### config.mk
export PLATFORM = sky130hd
export DESIGN_NAME = ring_phase_monitor
export DESIGN_NICKNAME = d
export VERILOG_FILES = /design/src/rtl/ring_pkg.sv /design/src/rtl/ring_onehot_chk.sv /design/src/rtl/ring_phase_monitor.sv
export SDC_FILE = /design/constraint.sdc
export NUM_CORES = 1
export LEC_CHECK = 0
export ABC_AREA = 1
export CORE_MARGIN = 2
export CORE_UTILIZATION = 52
export DETAILED_ROUTE_END_ITERATION = 10
export GPL_ROUTABILITY_DRIVEN = 0
export GPL_TIMING_DRIVEN = 0
export PLACE_DENSITY = 0.79
export SLEW_MARGIN = 20
export SYNTH_ARGS = -nofsm -noshare
export SYNTH_HDL_FRONTEND = slang
export SYNTH_HIERARCHICAL = 1
export SYNTH_SLANG_ARGS = --single-unit
### constraint.sdc
create_clock -name clk -period 4.15 [get_ports clk]
set_input_delay 0.83 -clock clk [delete_from_list [all_inputs] [get_ports clk]]
set_output_delay 0.83 -clock clk [all_outputs]
set_load 0.05 [all_outputs]
### src/rtl/ring_pkg.sv
// rtl/ring_pkg.sv - shared types and constants for the ring phase monitor
package ring_pkg;

    localparam int RING_WIDTH_DEF = 4;

    typedef enum logic [1:0] {
        ST_IDLE  = 2'd0,
        ST_TRACK = 2'd1,
        ST_ERROR = 2'd2
    } ring_state_e;

    localparam logic [1:0] ERR_NONE   = 2'b00;
    localparam logic [1:0] ERR_ONEHOT = 2'b01;
    localparam logic [1:0] ERR_SEQ    = 2'b10;

endpackage

### src/rtl/ring_onehot_chk.sv
// rtl/ring_onehot_chk.sv - combinational one-hot validity and bit index of a vector
module ring_onehot_chk
    import ring_pkg::*;
#(
    parameter int WIDTH = RING_WIDTH_DEF
) (
    input  logic [WIDTH-1:0]         vec,
    output logic                     onehot,
    output logic [$clog2(WIDTH)-1:0] idx
);

    always_comb begin
        idx = '0;
        for (int i = 0; i < WIDTH; i++) begin
            if (vec[i]) begin
                idx = i[$clog2(WIDTH)-1:0];
            end
        end
        onehot = (vec != '0) && ((vec & (vec - 1'b1)) == '0);
    end

endmodule

### src/rtl/ring_phase_monitor.sv
// rtl/ring_phase_monitor.sv - ring counter phase tracker with revolution count; RING_MON_SEQ_CHECK_EN enables sequence checking
module ring_phase_monitor
    import ring_pkg::*;
#(
    parameter int WIDTH = RING_WIDTH_DEF,
    parameter int REV_W = 8
) (
    input  logic                     clk,
    input  logic                     rst,
    input  logic [WIDTH-1:0]         phase_in,
    input  logic                     phase_vld,
    input  logic                     clr_err,
    output logic [$clog2(WIDTH)-1:0] phase_idx,
    output logic [REV_W-1:0]         rev_cnt,
    output logic                     rev_wrap,
    output logic                     err,
    output logic [1:0]               err_code
);

    localparam logic [WIDTH-1:0] LSB_ONLY = {{(WIDTH-1){1'b0}}, 1'b1};
    localparam logic [WIDTH-1:0] MSB_ONLY = {1'b1, {(WIDTH-1){1'b0}}};

    ring_state_e              state;
    logic [WIDTH-1:0]         phase_q;
    logic                     oh_valid;
    logic [$clog2(WIDTH)-1:0] oh_idx;
    logic                     is_same;
    logic                     is_succ;
    logic                     is_rev;
    logic                     seq_ok;

    ring_onehot_chk #(.WIDTH(WIDTH)) u_onehot_chk (
        .vec    (phase_in),
        .onehot (oh_valid),
        .idx    (oh_idx)
    );

    assign is_same = (phase_in == phase_q);
    assign is_succ = (phase_in == {phase_q[0], phase_q[WIDTH-1:1]});
    assign is_rev  = (phase_q == LSB_ONLY) && (phase_in == MSB_ONLY);

`ifdef RING_MON_SEQ_CHECK_EN
    assign seq_ok = is_succ;
`else
    // Any one-hot jump is tolerated; only the 0..01 -> 10..0 step counts a revolution.
    assign seq_ok = 1'b1;
    logic unused_succ;
    assign unused_succ = is_succ;
`endif

    always_ff @(posedge clk) begin
        if (rst) begin
            state     <= ST_IDLE;
            phase_q   <= '0;
            phase_idx <= '0;
            rev_cnt   <= '0;
            rev_wrap  <= 1'b0;
            err       <= 1'b0;
            err_code  <= ERR_NONE;
        end else begin
            rev_wrap <= 1'b0;
            case (state)
                ST_IDLE: begin
                    if (phase_vld) begin
                        if (oh_valid) begin
                            phase_q   <= phase_in;
                            phase_idx <= oh_idx;
                            state     <= ST_TRACK;
                        end else begin
                            state    <= ST_ERROR;
                            err      <= 1'b1;
                            err_code <= ERR_ONEHOT;
                        end
                    end
                end
                ST_TRACK: begin
                    if (phase_vld) begin
                        if (!oh_valid) begin
                            state    <= ST_ERROR;
                            err      <= 1'b1;
                            err_code <= ERR_ONEHOT;
                        end else if (is_same) begin
                            state <= ST_TRACK;
                        end else if (seq_ok) begin
                            phase_q   <= phase_in;
                            phase_idx <= oh_idx;
                            if (is_rev) begin
                                rev_cnt  <= rev_cnt + 1'b1;
                                rev_wrap <= &rev_cnt;
                            end
                        end else begin
                            state    <= ST_ERROR;
                            err      <= 1'b1;
                            err_code <= ERR_SEQ;
                        end
                    end
                end
                ST_ERROR: begin
                    // Clear takes priority; a sample arriving alongside it is dropped.
                    if (clr_err) begin
                        state    <= ST_IDLE;
                        err      <= 1'b0;
                        err_code <= ERR_NONE;
                    end
                end
                default: state <= ST_IDLE;
            endcase
        end
    end

endmodule

==> impl_summary.log <==
[metrics] placed instance count: 202
[metrics] pre-CTS WS: 1.48 ns
[metrics] Core ar.: 1750 µm²
[metrics] number of cells in the finished layout apart from fillers: 206
[metrics] Worst setup SP type: flip-flop
[metrics] filler cell count in the final layout: 158
[metrics] Post-Route Setup TNS: 0 ns
[metrics] Final Critical Period: 2.40 ns
[metrics] hold violation count in the final report: 0
[metrics] Final Setup Violations: 0
[metrics] Max clock buf depth: 2
[metrics] total of cells resized after clock tree synthesis: 0
[metrics] WS Path Type: reg2out
[metrics] LEAKAGE: 0.545 nW
[metrics] area of the multi-input gates: 495 µm²
[metrics] nets@finish: 191
[metrics] delay of the slowest cell on the worst path: 0.84 ns
[metrics] fin worst setup slack: 1.75 ns
[metrics] count of unresolved DRC violations after routing: 0
[metrics] area enclosed by the die boundary: 2230 µm²
[metrics] Pwr Total: 0.362 mW
[metrics] Synth Register Bits: 18
[metrics] sum of routed wire length over all layers: 1870 µm
[metrics] first-iteration detailed-routing DRC count: 12
[metrics] total CTS buffers: 3
[metrics] post-DR vias/cell: 4.83
[metrics] average instance area after synthesis: 6.18 µm²
[metrics] cell at the slowest stage of the critical path: sky130_fd_sc_hd__clkdlybuf4s50_1
[metrics] initial antenna violation count: 0
[metrics] sequential area share after synthesis: 37.1%
[metrics] Die W: 47.2 µm
[metrics] highest net fanout along the worst path: 6
[metrics] required time of the worst setup path: 3.32 ns
[metrics] maximum vdd ir drop: 0.204 mV
[metrics] timing-limited maximum frequency: 417 MHz
[metrics] Crit path arrival time: 1.57 ns
[metrics] buffers added on ports: 20
[metrics] setup repair bufs after CTS: 0
[metrics] antenna diode count: 0
[metrics] cell area reported after detailed placement: 1200 µm²
[metrics] number of clock sinks seen by CTS: 18
[metrics] initial core utilization: 55.6%
[metrics] global-route usage over all layers: 19.7%
[metrics] vias in the first global route: 804
[metrics] HP Class: reg2reg
[metrics] register cell area after layout: 360 µm²
[metrics] power per standard cell area: 292 nW/µm²
[metrics] clock tree from TritonCTS: built
[metrics] area of the mapped netlist: 971 µm²
[metrics] count of maximum capacitance violations: 0
[metrics] clock tree root buffer cell: sky130_fd_sc_hd__clkbuf_4
[metrics] total number of yosys warnings: 6
[metrics] net count after synthesis: 166
[metrics] result of the run: finished, final reports clean
[metrics] setup repair after global routing missed its margin: no
[metrics] largest clock skew in the final design: 0.00585 ns
[metrics] std cell rows: 15
[metrics] fraction of final layout cells sized beyond drive strength 1: 8.84%
[metrics] Die Y: 47.2 µm
[metrics] critical path, cell by cell: clkdlybuf4s50_1
[metrics] Worst-path clk slew: 0.11 ns
[metrics] Layout Area Growth over Synthesis: 27.6%
[metrics] CP endpoint kind: primary output
[metrics] maximum number of pins on one net before global-route repair: 11
[metrics] worst hold slack: 0.472 ns
[metrics] Tightest Pin Transition: 0.497 ns
[metrics] count of unique library cells instantiated by Yosys: 20
[metrics] clock insertion delay at the later pin of the skew report: 0.29 ns
[metrics] total buffers and inverters traversed by the critical path: 1
[metrics] CTS H-tree depth: 1
[metrics] gate family responsible for the most delay along the worst path: buffers and inverters
[metrics] final max-slew violation count: 0
[metrics] drt wl/cell: 9.06 µm
[metrics] final core utilization: 71.0%
[metrics] total global routing overflow: 0
[metrics] normalized max-slew margin: 66.8%
[metrics] cells after synthesis: 157
[metrics] antenna viol nets, final: 0
[metrics] via count: 994
[metrics] post-route design area: 1240 µm²
[metrics] global-route wire length before repair: 3170 µm
[metrics] Top-Level Pins: 22
[metrics] ratio of final minimum period to clock period: 57.7%
[metrics] hold bufs inserted after CTS: 0
[metrics] Detailed Routing Iterations Pass 1: 4
[metrics] placed wire-length estimate: 1520 µm
-- where the power goes --
group	internal (mW)	switching, mW
registers	0.180	0.00552
logic	0.0262	0.0427
clock network	0.0534	0.0548
total	0.259	0.103
-- cell type report --
| cell class | count | area share, % |
|---|---|---|
| flip-flops and latches | 18 | 29.1 |
| inverters | 25 | 7.78 |
| multi-input cells | 111 | 40.0 |
| well taps | 25 | 2.53 |
| repair buffers | 20 | 16.2 |
| clock buffers | 4 | 2.93 |
| plain buffers | 3 | 1.52 |
-- cells in the mapped netlist --
| library cell | count | area [µm²] |
|---|---|---|
| sky130_fd_sc_hd__dfxtp_1 | 18 | 360 |
| sky130_fd_sc_hd__nor2_1 | 33 | 124 |
| sky130_fd_sc_hd__nand4_1 | 2 | 12.5 |
| sky130_fd_sc_hd__o21ai_1 | 1 | 5.00 |
| sky130_fd_sc_hd__inv_1 | 22 | 82.6 |
| sky130_fd_sc_hd__inv_2 | 2 | 7.51 |
| sky130_fd_sc_hd__buf_4 | 2 | 15.0 |
| sky130_fd_sc_hd__nor2_4 | 1 | 11.3 |
| sky130_fd_sc_hd__o21ai_0 | 9 | 45.0 |
| sky130_fd_sc_hd__ha_1 | 1 | 12.5 |
| sky130_fd_sc_hd__inv_4 | 1 | 6.26 |
| sky130_fd_sc_hd__clkbuf_1 | 1 | 3.75 |
| sky130_fd_sc_hd__nor3_2 | 2 | 20.0 |
| sky130_fd_sc_hd__nand2_1 | 39 | 146 |
| sky130_fd_sc_hd__nand2_2 | 3 | 18.8 |
| sky130_fd_sc_hd__nor3_1 | 1 | 5.00 |
| sky130_fd_sc_hd__nor2_2 | 1 | 6.26 |
| sky130_fd_sc_hd__a21oi_1 | 8 | 40.0 |
| sky130_fd_sc_hd__nand3_1 | 9 | 45.0 |
| sky130_fd_sc_hd__conb_1 | 1 | 3.75 |
-- flip-flops by register name, indices dropped and copies added, names as in the netlist --
register / count
err_code: 1
phase_q: 4
rev_wrap: 1
state: 2
rev_cnt: 8
phase_idx: 2
-- worst reg2reg max path, stage by stage (launching register included) --
cell	delay, ns
sky130_fd_sc_hd__dfxtp_1	0.37
sky130_fd_sc_hd__inv_1	0.05
sky130_fd_sc_hd__nand2_1	0.09
sky130_fd_sc_hd__nand2_1	0.06
sky130_fd_sc_hd__nor2_1	0.15
sky130_fd_sc_hd__nand3_1	0.11
sky130_fd_sc_hd__nand2_2	0.14
sky130_fd_sc_hd__inv_1	0.13
sky130_fd_sc_hd__nor2_1	0.11
sky130_fd_sc_hd__nor2_1	0.05
-- cell families after synthesis --
family / count (synthesis) / synth area share [%]
AO/OA/AOI/OAI: 18 / 9.28
adder cells (fa/ha/maj): 1 / 1.29
buffers and inverters: 28 / 11.9
flip-flops: 18 / 37.1
other: 1 / 0.386
AND/OR/NAND/NOR: 91 / 40.1
-- layout by cell type, fill, tap and decap left out, drive strengths merged --
master,netlist,final
clkbuf,1,5
nand2,42,42
ha,1,1
nand4,2,2
clkdlybuf4s50,0,20
nand3,9,9
nor3,3,3
o21ai,10,10
conb,1,1
dfxtp,18,18
inv,25,25
nor2,35,35
buf,2,2
a21oi,8,8
-- worst paths after layout --
| kind | slack (ns) | cells after the start | from | end |
|---|---|---|---|---|
| max reg2reg | 2.81 | 9 | phase_q[3] | phase_idx[0] |
| max | 1.75 | 1 | rev_cnt[2] | rev_cnt[2] |
| min reg2reg | 0.47 | 2 | rev_cnt[4] | rev_cnt[4] |
| min | 0.47 | 2 | rev_cnt[4] | rev_cnt[4] |
-- routing by layer --
metal	part of all wire [%]	vias up	global-route usage (%)
met5	0	-	0
met4	1.2	0	6.67
met3	2.5	4	2.31
met2	48	18	33.4
met1	49	441	25.7
li1	-	531	-
Power figures use the tool's default switching activity.
